--- config.mk ---
export PLATFORM = sky130hd
export DESIGN_NAME = conv_frame_source
export DESIGN_NICKNAME = d
export VERILOG_FILES = /design/src/rtl/conv_frame_source.sv
export SDC_FILE = /design/constraint.sdc
export NUM_CORES = 1
export LEC_CHECK = 0
export CAP_MARGIN = 15
export CORE_MARGIN = 5
export CORE_UTILIZATION = 50
export DETAILED_ROUTE_END_ITERATION = 16
export GPL_ROUTABILITY_DRIVEN = 0
export GPL_TIMING_DRIVEN = 0
export PLACE_DENSITY = 0.68
export SLEW_MARGIN = 20
export SYNTH_ARGS = -nofsm -noshare
export SYNTH_HDL_FRONTEND = slang
export SYNTH_SLANG_ARGS = --single-unit
--- constraint.sdc ---
create_clock -name clk -period 3.15 [get_ports clk]
set_input_delay 0.315 -clock clk [delete_from_list [all_inputs] [get_ports clk]]
set_output_delay 0.315 -clock clk [all_outputs]
set_load 0.01 [all_outputs]
--- src/rtl/conv_frame_source.sv ---
// conv_frame_source: stimulus transmitter for the convolution filter input side.
// On start it shifts the 5x5 coefficient mask out over io_config_load/io_coeff_in. It then
// streams num_frames raster frames back-to-back on io_frame_sync_in/io_data_in.
//
// Ports:
//   clk, reset          clock; synchronous active-low reset
//   start, num_frames   run request (taken only when idle) and frame count for the run
//   coeff_wr_*          host writes into the coefficient RAM (idle only)
//   pix_rd_en/pix_addr  pixel memory read port; pix_rd_data returns one cycle later
//   io_*                filter-facing coefficient and pixel stream
//   busy, done          run in progress / one-cycle end-of-run pulse
//
// Build option: define CONV_SRC_LFSR_EN to source pixels from an internal 8-bit LFSR
// (x^8+x^6+x^5+x^4+1, seeded 8'h01 on start) instead of the pixel memory.
module conv_frame_source #(
  parameter int unsigned IMAGE_WIDTH  = 128,
  parameter int unsigned IMAGE_HEIGHT = 128,
  parameter int unsigned COEFF_WIDTH  = 16,
  parameter int unsigned NUM_COEFFS   = 25,
  parameter int unsigned ADDR_WIDTH   = 14
) (
  input  logic                   clk,
  input  logic                   reset,
  input  logic                   start,
  input  logic [15:0]            num_frames,
  input  logic                   coeff_wr_en,
  input  logic [4:0]             coeff_wr_addr,
  input  logic [COEFF_WIDTH-1:0] coeff_wr_data,
  output logic                   pix_rd_en,
  output logic [ADDR_WIDTH-1:0]  pix_addr,
  input  logic [7:0]             pix_rd_data,
  output logic                   io_config_load,
  output logic [COEFF_WIDTH-1:0] io_coeff_in,
  output logic                   io_frame_sync_in,
  output logic [7:0]             io_data_in,
  output logic                   busy,
  output logic                   done
);

  localparam int unsigned NumPix = IMAGE_WIDTH * IMAGE_HEIGHT;
  localparam logic [ADDR_WIDTH-1:0] LastAddr = ADDR_WIDTH'(NumPix - 1);
  localparam logic [4:0] LastCoeff = 5'(NUM_COEFFS - 1);

  typedef enum logic [1:0] {StIdle, StLoad, StStream, StFinish} state_e;

  state_e                 state_q, state_d;
  logic [COEFF_WIDTH-1:0] coeff_q [NUM_COEFFS];
  logic [COEFF_WIDTH-1:0] coeff_d [NUM_COEFFS];
  logic [15:0]            num_frames_q, num_frames_d;
  logic [15:0]            frame_cnt_q, frame_cnt_d;
  logic [4:0]             coeff_idx_q, coeff_idx_d;
  logic [ADDR_WIDTH-1:0]  pix_cnt_q, pix_cnt_d;
  logic                   rd_done_q, rd_done_d;   // all reads issued, pipeline draining
  logic                   drain_q, drain_d;
  // Pipeline: issue (iss) -> memory data valid (val1) -> output register
  logic                   iss_q, iss_d, iss_sync_q, iss_sync_d;
  logic                   val1_q, val1_d, sync1_q, sync1_d;
  logic [ADDR_WIDTH-1:0]  pix_addr_q, pix_addr_d;
  logic                   cfg_q, cfg_d;
  logic [COEFF_WIDTH-1:0] coeff_out_q, coeff_out_d;
  logic                   fsync_q, fsync_d;
  logic [7:0]             data_q, data_d;
  logic                   busy_q, busy_d, done_q, done_d;
  logic                   start_go;
  logic [7:0]             pix_src;

  // busy_q stays high through the done cycle, so gating on it keeps start and writes out
  // until the run has fully ended.
  assign start_go = (state_q == StIdle) && !busy_q && start;

`ifdef CONV_SRC_LFSR_EN
  logic [7:0] lfsr_q, lfsr_d;
  logic       unused_pix;

  assign unused_pix = ^{pix_rd_data, pix_addr_q, iss_q};
  assign pix_src    = lfsr_q;

  // Advances once per pixel entering the output register, keeping memory-path alignment.
  always_comb begin
    lfsr_d = lfsr_q;
    if (start_go) begin
      lfsr_d = 8'h01;
    end else if (val1_q) begin
      lfsr_d = {lfsr_q[6:0], lfsr_q[7] ^ lfsr_q[5] ^ lfsr_q[4] ^ lfsr_q[3]};
    end
  end

  always_ff @(posedge clk) begin
    if (!reset) lfsr_q <= 8'h00;
    else        lfsr_q <= lfsr_d;
  end

  assign pix_rd_en = 1'b0;
  assign pix_addr  = '0;
`else
  assign pix_src   = pix_rd_data;
  assign pix_rd_en = iss_q;
  assign pix_addr  = pix_addr_q;
`endif

  always_comb begin
    state_d      = state_q;
    coeff_d      = coeff_q;
    num_frames_d = num_frames_q;
    frame_cnt_d  = frame_cnt_q;
    coeff_idx_d  = coeff_idx_q;
    pix_cnt_d    = pix_cnt_q;
    rd_done_d    = rd_done_q;
    drain_d      = drain_q;
    iss_d        = 1'b0;
    iss_sync_d   = 1'b0;
    pix_addr_d   = '0;
    cfg_d        = 1'b0;
    coeff_out_d  = '0;
    done_d       = 1'b0;
    val1_d       = iss_q;
    sync1_d      = iss_sync_q;
    data_d       = val1_q ? pix_src : 8'h00;
    fsync_d      = val1_q & sync1_q;

    unique case (state_q)
      StIdle: begin
        if (!busy_q && coeff_wr_en && (coeff_wr_addr < 5'(NUM_COEFFS))) begin
          coeff_d[coeff_wr_addr] = coeff_wr_data;
        end
        if (start_go) begin
          num_frames_d = num_frames;
          frame_cnt_d  = '0;
          coeff_idx_d  = '0;
          pix_cnt_d    = '0;
          rd_done_d    = 1'b0;
          drain_d      = 1'b0;
          state_d      = StLoad;
        end
      end
      StLoad: begin
        cfg_d       = 1'b1;
        coeff_out_d = coeff_q[coeff_idx_q];
        if (coeff_idx_q == LastCoeff) begin
          state_d = (num_frames_q == 16'd0) ? StFinish : StStream;
        end else begin
          coeff_idx_d = coeff_idx_q + 5'd1;
        end
      end
      StStream: begin
        if (!rd_done_q) begin
          iss_d      = 1'b1;
          pix_addr_d = pix_cnt_q;
          iss_sync_d = (pix_cnt_q == '0);
          if (pix_cnt_q == LastAddr) begin
            pix_cnt_d   = '0;
            frame_cnt_d = frame_cnt_q + 16'd1;
            if (frame_cnt_q + 16'd1 == num_frames_q) rd_done_d = 1'b1;
          end else begin
            pix_cnt_d = pix_cnt_q + 1'b1;
          end
        end else if (drain_q) begin
          state_d = StFinish;
        end else begin
          drain_d = 1'b1;
        end
      end
      StFinish: begin
        done_d  = 1'b1;
        state_d = StIdle;
      end
      default: state_d = StIdle;
    endcase

    busy_d = (state_d != StIdle) || done_d;
  end

  always_ff @(posedge clk) begin
    if (!reset) begin
      state_q      <= StIdle;
      for (int i = 0; i < int'(NUM_COEFFS); i++) coeff_q[i] <= '0;
      num_frames_q <= '0;
      frame_cnt_q  <= '0;
      coeff_idx_q  <= '0;
      pix_cnt_q    <= '0;
      rd_done_q    <= 1'b0;
      drain_q      <= 1'b0;
      iss_q        <= 1'b0;
      iss_sync_q   <= 1'b0;
      val1_q       <= 1'b0;
      sync1_q      <= 1'b0;
      pix_addr_q   <= '0;
      cfg_q        <= 1'b0;
      coeff_out_q  <= '0;
      fsync_q      <= 1'b0;
      data_q       <= '0;
      busy_q       <= 1'b0;
      done_q       <= 1'b0;
    end else begin
      state_q      <= state_d;
      coeff_q      <= coeff_d;
      num_frames_q <= num_frames_d;
      frame_cnt_q  <= frame_cnt_d;
      coeff_idx_q  <= coeff_idx_d;
      pix_cnt_q    <= pix_cnt_d;
      rd_done_q    <= rd_done_d;
      drain_q      <= drain_d;
      iss_q        <= iss_d;
      iss_sync_q   <= iss_sync_d;
      val1_q       <= val1_d;
      sync1_q      <= sync1_d;
      pix_addr_q   <= pix_addr_d;
      cfg_q        <= cfg_d;
      coeff_out_q  <= coeff_out_d;
      fsync_q      <= fsync_d;
      data_q       <= data_d;
      busy_q       <= busy_d;
      done_q       <= done_d;
    end
  end

  assign io_config_load   = cfg_q;
  assign io_coeff_in      = coeff_out_q;
  assign io_frame_sync_in = fsync_q;
  assign io_data_in       = data_q;
  assign busy             = busy_q;
  assign done             = done_q;

endmodule

# After elaboration in Yosys (flattened, before gate mapping)
# Index checks and enable logic that the tools add are counted.
[totals] ff_bits=501 output_inout_bits=43 wordCells=123
[classes] n_addsub=3 n_lt_le_gt_ge=4 eq_ne=11 muxes=33 bitwise_logic=5 n_reduce_logical=24
[ops] cell="bitwise mux 400 bit" n=1
[ops] cell="2-to-1 mux 16 bit" n=6
[ops] cell="binary-select mux 16 bit (select 5 bit)" n=1
[ops] cell="demux 16 bit (select 5 bit)" n=1
[ops] cell="2-to-1 mux 14 bit" n=3
[ops] cell="one-hot mux 16 bit (2 select lines)" n=1
[ops] cell="one-hot mux 14 bit (2 select lines)" n=1
[ops] cell="adder 16 x 1 -> 16 bit, second input constant" n=1
[ops] cell="== test 16 bit" n=1
[ops] cell="logical NOT 16 bit" n=1
[ops] cell="adder 14 x 1 -> 14 bit, second input constant" n=1
[ops] cell="== test 14 bit, second input constant" n=1
[ops] cell="logical NOT 14 bit" n=1
[ops] cell=">= comparator 6 bit, second input constant" n=2
[ops] cell="NOT 5 -> 6 bit" n=2
[ops] cell="AND reduction 2 bit" n=6
[ops] cell="2-to-1 mux 5 bit" n=2
[ops] cell="inequality test 2 bit, second input constant" n=5
[ops] cell="one-hot mux 5 bit (2 select lines)" n=1
[ops] cell="2-to-1 mux 1 bit" n=9
[ops] cell="AND reduction 3 bit" n=3
[ops] cell="2-to-1 mux 2 bit" n=4
[ops] cell="one-hot mux 2 bit (4 select lines)" n=1
[ops] cell="less-than comparator 6 x 1 -> 1 bit, second input constant" n=1
[ops] cell="15 further kinds" n=24

# Depth between registers and ports, before layout
# Gate-level depths: netlist of run 1.
[depth] depth_word=7 ltp_mapped=11 depth_no_buf=8

# Worst setup path before layout of run 1
# OpenSTA, ideal clock, no wires.
[synth_path] path_kind="flip-flop to flip-flop" startpoint="reg state_q[0]" endpoint="reg coeff_q[133] (netlist bit)" setup_ns=0.116 t_arrival_ns=2.151 t_required_ns=3.034 path_slack_ns=0.883 path_stages_with_launch=9 n_path_buf=2 path_cell_list="dfxtp_1 > buf_6 > or4b_4 > or3_4 > a31o_4 > nor2_8 > buf_12 > mux2i_1 > nor2b_1"
[synth_between] elab_chain_cells=2
[synth_lines] item="start: declaration" line_no="46" source="state_e state_q, state_d;"
[synth_lines] item="start signal: assignment" line_no="175" source="state_q <= StIdle;"
[synth_lines] item="start signal: assignment" line_no="195" source="state_q <= state_d;"
[synth_lines] item="logical NOT 2 bit" line_no="121" source="unique case (state_q)"
[synth_lines] item="AND reduction 2 bit (no source line)"
[synth_lines] item="end signal: assignment" line_no="196" source="coeff_q <= coeff_d;"
[synth_lines] item="end: declaration" line_no="47" source="logic [COEFF_WIDTH-1:0] coeff_q [NUM_COEFFS];"
# Every way passes these cells.
# A chain may end at the register's enable or synchronous reset.

# Worst setup path after layout of run 1
[layout_path] startpoint="reg coeff_idx_q[1]" endpoint="reg coeff_out_q[14], in the netlist io_coeff_in[14]"
[layout_between] elab_chain_cells=4
[layout_lines] item="start: declaration" line_no="51" source="logic [4:0] coeff_idx_q, coeff_idx_d;"
[layout_lines] item="start signal: assignment" line_no="199" source="coeff_idx_q <= coeff_idx_d;"
[layout_lines] item="NOT 5 -> 6 bit (implied by the code)" line_no="138" source="coeff_out_d = coeff_q[coeff_idx_q];"
[layout_lines] item="binary-select mux 16 bit (select 5 bit)" line_no="138"
[layout_lines] item="2-to-1 mux 16 bit (implied by the code) (2 in a row)" line_no="138"
[layout_lines] item="end signal: assignment" line_no="209" source="coeff_out_q <= coeff_out_d;"
[layout_lines] item="end: declaration" line_no="60" source="logic [COEFF_WIDTH-1:0] coeff_out_q, coeff_out_d;"
# Every way passes these cells. The select of a mux whose other input is x is not followed.

==> results of run 1 <==
==> registers in the layout (all words and copies together) (netlist names), 2 cells and up <==
signal and count:
pix_addr 14, coeff_idx_q 5, io_data_in 8, num_frames_q 16
coeff_q 400, state_q 2, io_coeff_in 16, frame_cnt_q 16
pix_cnt_q 14
==> final timing paths <==
check	depth (start not counted)	from	end	slack [ns]
setup / recovery	7	coeff_idx_q[1]	io_coeff_in[14]	0.03
hold / removal	3	coeff_wr_data[14]	coeff_q[350]	0.08
setup reg to reg	7	coeff_idx_q[1]	io_coeff_in[14]	0.03
hold reg to reg	1	iss_sync_q	sync1_q	0.46
==> worst max-delay path, delay by kind of cell, from the launching register on <==
family	cells	cell delay [ns]
AOI/OAI and AO/OA	3	0.65
buffers and inverters	3	1.58
DFF	1	0.39
and+or+nand+nor	1	0.32
==> cell type report <==
| type | count | area [um^2] |
|---|---|---|
| multi-input combinational | 1440 | 12030 |
| buffer | 200 | 1008 |
| tap | 600 | 750.7 |
| clock inverter | 13 | 108.9 |
| timing repair buffer | 74 | 740.7 |
| inverter | 9 | 33.78 |
| sequential | 501 | 10030 |
| antenna | 1 | 2.502 |
| clock buffer | 83 | 1590 |
| fill | 3946 | 19190 |
==> through the flow <==
stage               utilization [%]  total power [mW]  hold slack, ns
finish                        57.81             13.40         0.08249
global route                  57.81             13.82          0.1108
CTS                           57.79             13.51         0.06388
detailed placement            54.05             7.420          0.4593
global placement              54.04             7.410          0.4465
floorplan                         -             7.112          0.4119
==> power breakdown <==
part / switching (mW) / internal (mW) / leakage, nW
sequential: 0.0361 / 6.38 / 4.04
combinational: 0.524 / 0.342 / 4.76
clock: 2.58 / 3.54 / 0.842
total: 3.14 / 10.3 / 9.64
==> cell usage in the layout, fill, tap and decap left out, drive strengths merged, types with 6 or more instances in the layout <==
cell / synthesis / final
a211oi: 33 / 33
a21boi: 36 / 36
a21oi: 25 / 25
a31oi: 6 / 6
and2: 43 / 43
and3: 16 / 16
buf: 73 / 71
clkbuf: 127 / 212
clkdlybuf4s50: 0 / 74
clkinv: 0 / 12
dfxtp: 501 / 501
inv: 9 / 9
mux2i: 416 / 416
mux4: 96 / 96
nand2: 109 / 109
nand3: 37 / 37
nand4: 6 / 6
nor2: 65 / 65
nor2b: 395 / 395
nor3: 15 / 15
nor4: 8 / 8
o21ai: 39 / 39
o221a: 8 / 8
xnor2: 17 / 17
xor2: 17 / 17
==> kinds of logic after synthesis <==
family / share of synthesized area (%)
buffers and inverters: 4.477
XOR/XNOR: 1.290
AND/OR/NAND/NOR: 18.08
adder cells (fa/ha/maj): 0.2710
flip-flops: 43.45
multiplexers: 27.40
AO/OA/AOI/OAI: 5.035
==> per-layer routing <==
layer / routed length (um) / vias up / track usage [%]
met5: 0 / - / 0
met4: 2299 / 0 / 9.625
met3: 3356 / 133 / 3.641
met2: 29730 / 515 / 40.14
met1: 28000 / 8052 / 33.50
li1: - / 7727 / -
==> flow_metrics.tcl, run 1 <==
set metrics [dict create \
    status "complete, no violations" \
    viasPerCell 5.624 \
    die_h_um 224.9 \
    clk_latency_ns 0.61 \
    cts-root-buf "clkbuf_16" \
    setup_ws_ns 0.02944 \
    ys_types 62 \
    postCtsSetupBuffers 0 \
    fmax_ghz 0.3205 \
    grt_use_total_pct 24.71 \
    synth_cells 2150 \
    drt_wl_total_um 63380 \
    synth_ff_type "dfxtp_1" \
    stdcell_count 2921 \
    start_kind "flop" \
    cts_sinks 501 \
    fin_skew_ns 0.02685 \
    antenna_found_initial 1 \
    dieArea_um2 50570 \
    drc 0 \
    setup-tns-final_ns 0 \
    grt_setup_unrepaired "yes" \
    port_buffers 74 \
    core_area_um2 45480 \
    postRouteAntennaNets 0 \
    yosys.area.top_type "dfxtp_1" \
    min_path_type "primary input to flop" \
    period_needed_ns 3.121 \
    peakVddDrop_mv 0.4062 \
    die_w_um 224.9 \
    clk_pin_slew_ns 0.06 \
    syn-num-nets 2204 \
    ys_ff_latch 501 \
    crit_chain "clkbuf_2 > clkbuf_1 > clkbuf_1 > a211oi_1 > a211oi_1 > a21oi_1 > nor2_1" \
    drive_gt1_share_pct 12.24 \
    dr_total_vias 16427 \
    post_dp_cell_area_um2 24580 \
    cpMaxStageDelayCell "clkbuf_1" \
    finalSetupViolCount 0 \
    hold_viol_final 0 \
    cts_inserted_buffers 53 \
    maxCapViolCount 0 \
    drt-initial-drc-count 1455 \
    stdcell_area_um2 26290 \
    place_ws_ns -0.1923 \
    end_kind "flop" \
    num_io_pins 92 \
    period_share_pct 99.07 \
    grt_pass1_wl_um 97860 \
    yosys-top-cells-count "dfxtp_1 (501), mux2i_1 (416), nor2b_1 (395)" \
    cp_max_fo 10 \
    powerDensity_nw_per_um2 509.5 \
    cts_buffer_depth 3 \
    wire_per_inst_um 21.70 \
    synth_area_um2 23080 \
    async_reset_ff_share_pct 0 \
    dp_hpwl_um 46200 \
    gr-total-overflow 0 \
    worstMarginPinSlew_ns 1.088 \
    max-slew-margin-rel_pct 27.25 \
    area_growth_pct 13.90 \
    synth_area_per_cell_um2 10.74 \
    cts_resized 2 \
    hold_buffers 0 \
    criticalPathCategory "flop to flop" \
    post-synth-top-count-cell "dfxtp_1" \
    start_util_pct 50.76 \
    ys_seq_area_share_pct 43.45 \
    synth_edf_count 0 \
    cts_tree "yes" \
    finalNetCount 2333 \
    rows 78 \
    ys_warn_count 0 \
    report.final.slew_viol_count 0 \
    grt_max_degree 14 \
    crit_arrival_ns 3.58 \
    p_leak_nw 9.644 \
    firstDrtPassIters 7 \
    crit_required_ns 3.61 \
    synth.area.top_cells "dfxtp_1 (43%), mux2i_1 (18%), nor2b_1 (11%)" \
    ctsHtreeMaxLevel 2 \
    dp_cells 2824 \
    yosysTopAreaCellShare_pct 43.45 \
    max_stage_delay_ns 0.61 \
    grt_pass1_vias 16401 \
]
(Power assumes the default switching activity.)
==> run 2, diff against run 1 <==
--- a/config.mk
+++ b/config.mk
@@ -5,7 +5,7 @@
 export SDC_FILE = /design/constraint.sdc
 export NUM_CORES = 1
 export LEC_CHECK = 0
-export CAP_MARGIN = 15
+export CAP_MARGIN = 20
 export CORE_MARGIN = 5
 export CORE_UTILIZATION = 50
 export DETAILED_ROUTE_END_ITERATION = 16
==> constraint.sdc (replaced) <==
create_clock -name clk -period 3.3 [get_ports clk]
set_input_delay 0.33 -clock clk [delete_from_list [all_inputs] [get_ports clk]]
set_output_delay 0.33 -clock clk [all_outputs]
set_load 0.01 [all_outputs]
==> run 2 against run 1 <==
Net effect: critical path depth increased by 1; die area stayed put; sequential power fell by 4.5%; first-iteration DRC count increased by 1.9%; largest power group unchanged; clock skew shrank 0.0035 ns; non-clock buffer count did not move; hold slack improved by 0.015 ns; flip-flop and latch count unchanged.
==> flow_metrics.tcl, run 2 (synthesis gave the netlist of run 1 again) <==
set metrics [dict create \
    status "complete, no violations" \
    firstDrtPassIters 6 \
    cp_top_family "buffers and inverters" \
    rrSetupSlack_ns 0.15 \
    gr-total-overflow 0 \
    fmax_ghz 0.3171 \
    dieArea_um2 50570 \
    drive_gt1_share_pct 12.11 \
    rows 78 \
    timing.hold.ws_ns 0.09791 \
    ctsHtreeMaxLevel 2 \
    cts_tree "yes" \
    maxCapViolCount 0 \
    crit_arrival_ns 3.62 \
    grt_max_degree 14 \
    path_buf_inv 2 \
    dr_total_vias 16492 \
    drt_wl_total_um 63290 \
    start_kind "flop" \
    die_h_um 224.9 \
    clk_latency_ns 0.61 \
    dp_hpwl_um 46200 \
    crit_required_ns 3.77 \
    fin_skew_ns 0.02333 \
    cts_buffer_depth 3 \
    crit_chain "clkbuf_1 > clkbuf_1 > mux4_2 > and2_1 > a211oi_1 > a211oi_1 > a21oi_1 > nor2_1" \
    period_share_pct 95.57 \
    grt_pass1_wl_um 97860 \
    grt_use_total_pct 24.71 \
    hold_buffers 0 \
    largest_reg_flops 400 \
    finalSetupViolCount 0 \
    place_ws_ns -0.04232 \
    worstMarginPinSlew_ns 1.077 \
    clk_pin_slew_ns 0.06 \
    cts_inserted_buffers 53 \
    drc 0 \
    final_cell_mix "dfxtp_1 (501), mux2i_1 (416), nor2b_1 (395)" \
    min_path_type "primary input to flop" \
    postRouteAntennaNets 0 \
    finalNetCount 2333 \
    report.final.slew_viol_count 0 \
    wire_per_inst_um 21.67 \
    drt-initial-drc-count 1482 \
    end_kind "flop" \
    period_needed_ns 3.154 \
    criticalPathCategory "flop to flop" \
    max_stage_delay_ns 0.74 \
    start_util_pct 50.76 \
    cp_max_fo 10 \
    max-slew-margin-rel_pct 28.04 \
    viasPerCell 5.646 \
    grt_setup_unrepaired "no" \
    area_growth_pct 13.87 \
    cts_sinks 501 \
    peakVddDrop_mv 0.3803 \
    p_leak_nw 9.634 \
    final_common_cell "dfxtp_1" \
    die_w_um 224.9 \
    num_io_pins 92 \
    port_buffers 74 \
    cpMaxStageDelayCell "clkbuf_1" \
    setup_ws_ns 0.1463 \
    cts-root-buf "clkbuf_16" \
    grt_pass1_vias 16401 \
    core_area_um2 45480 \
    postCtsSetupBuffers 0 \
    largest-register "coeff_q" \
    antenna_found_initial 1 \
    hold_viol_final 0 \
    cts_resized 1 \
    powerDensity_nw_per_um2 486.5 \
]
==> run 2: cell types whose count changed in the layout (fill, tap and decap cells not counted) <==
| cell | change |
|---|---|
| clkbuf_2 | -3 |
| clkbuf_1 | +2 |
| buf_1 | +1 |
| buf_2 | +1 |
| clkbuf_4 | -1 |
==> run 2: path summary, 6_finish.rpt <==
kind                     startpoint         endpoint  depth (start not counted)
hold / removal    coeff_wr_data[14]     coeff_q[350]                          3
setup reg to reg     coeff_idx_q[2]  io_coeff_in[13]                          8
setup / recovery     coeff_idx_q[2]  io_coeff_in[13]                          8
hold reg to reg          iss_sync_q          sync1_q                          1
==> run 2: through the flow <==
step | util (%) | power [mW] | instances | instance area (um^2) | setup TNS (ns)
finish | 57.80 | 12.79 | 2921 | 26290 | 0
global route | 57.79 | 13.19 | 2920 | 26280 | 0
CTS | 57.79 | 12.90 | 2920 | 26280 | 0
detailed placement | 54.05 | 7.083 | 2824 | 24580 | -0.1076
global placement | 54.04 | 7.073 | 2824 | 24580 | -0.07082
floorplan | - | 6.788 | 2150 | 23080 | 0
==> run 2: layout make-up <==
type / count / area (um^2)
Antenna cell: 1 / 2.502
Buffer: 200 / 1002
Clock buffer: 83 / 1590
Clock inverter: 13 / 108.9
Fill cell: 3950 / 19190
Inverter: 9 / 33.78
Multi-Input combinational cell: 1440 / 12030
Sequential cell: 501 / 10030
Tap cell: 600 / 750.7
Timing Repair Buffer: 74 / 740.7
==> run 2: report_power, final <==
group	internal (mW)	switching [mW]
clock	3.37	2.46
sequential	6.09	0.0344
combinational	0.326	0.500
total	9.79	2.99
==> run 2: worst min-delay path, delay by kind of cell <==
family | cells | cell delay [ns]
muxes | 1 | 0.09
and+or+nand+nor | 1 | 0.09
buffers and inverters | 1 | 0.15
==> run 2: metal layers <==
metal / global-route usage, % / vias up / wire length, um
li1: - / 7722 / -
met1: 33.50 / 8053 / 27800
met2: 40.14 / 561 / 29620
met3: 3.641 / 156 / 3432
met4: 9.625 / 0 / 2438
met5: 0 / - / 0
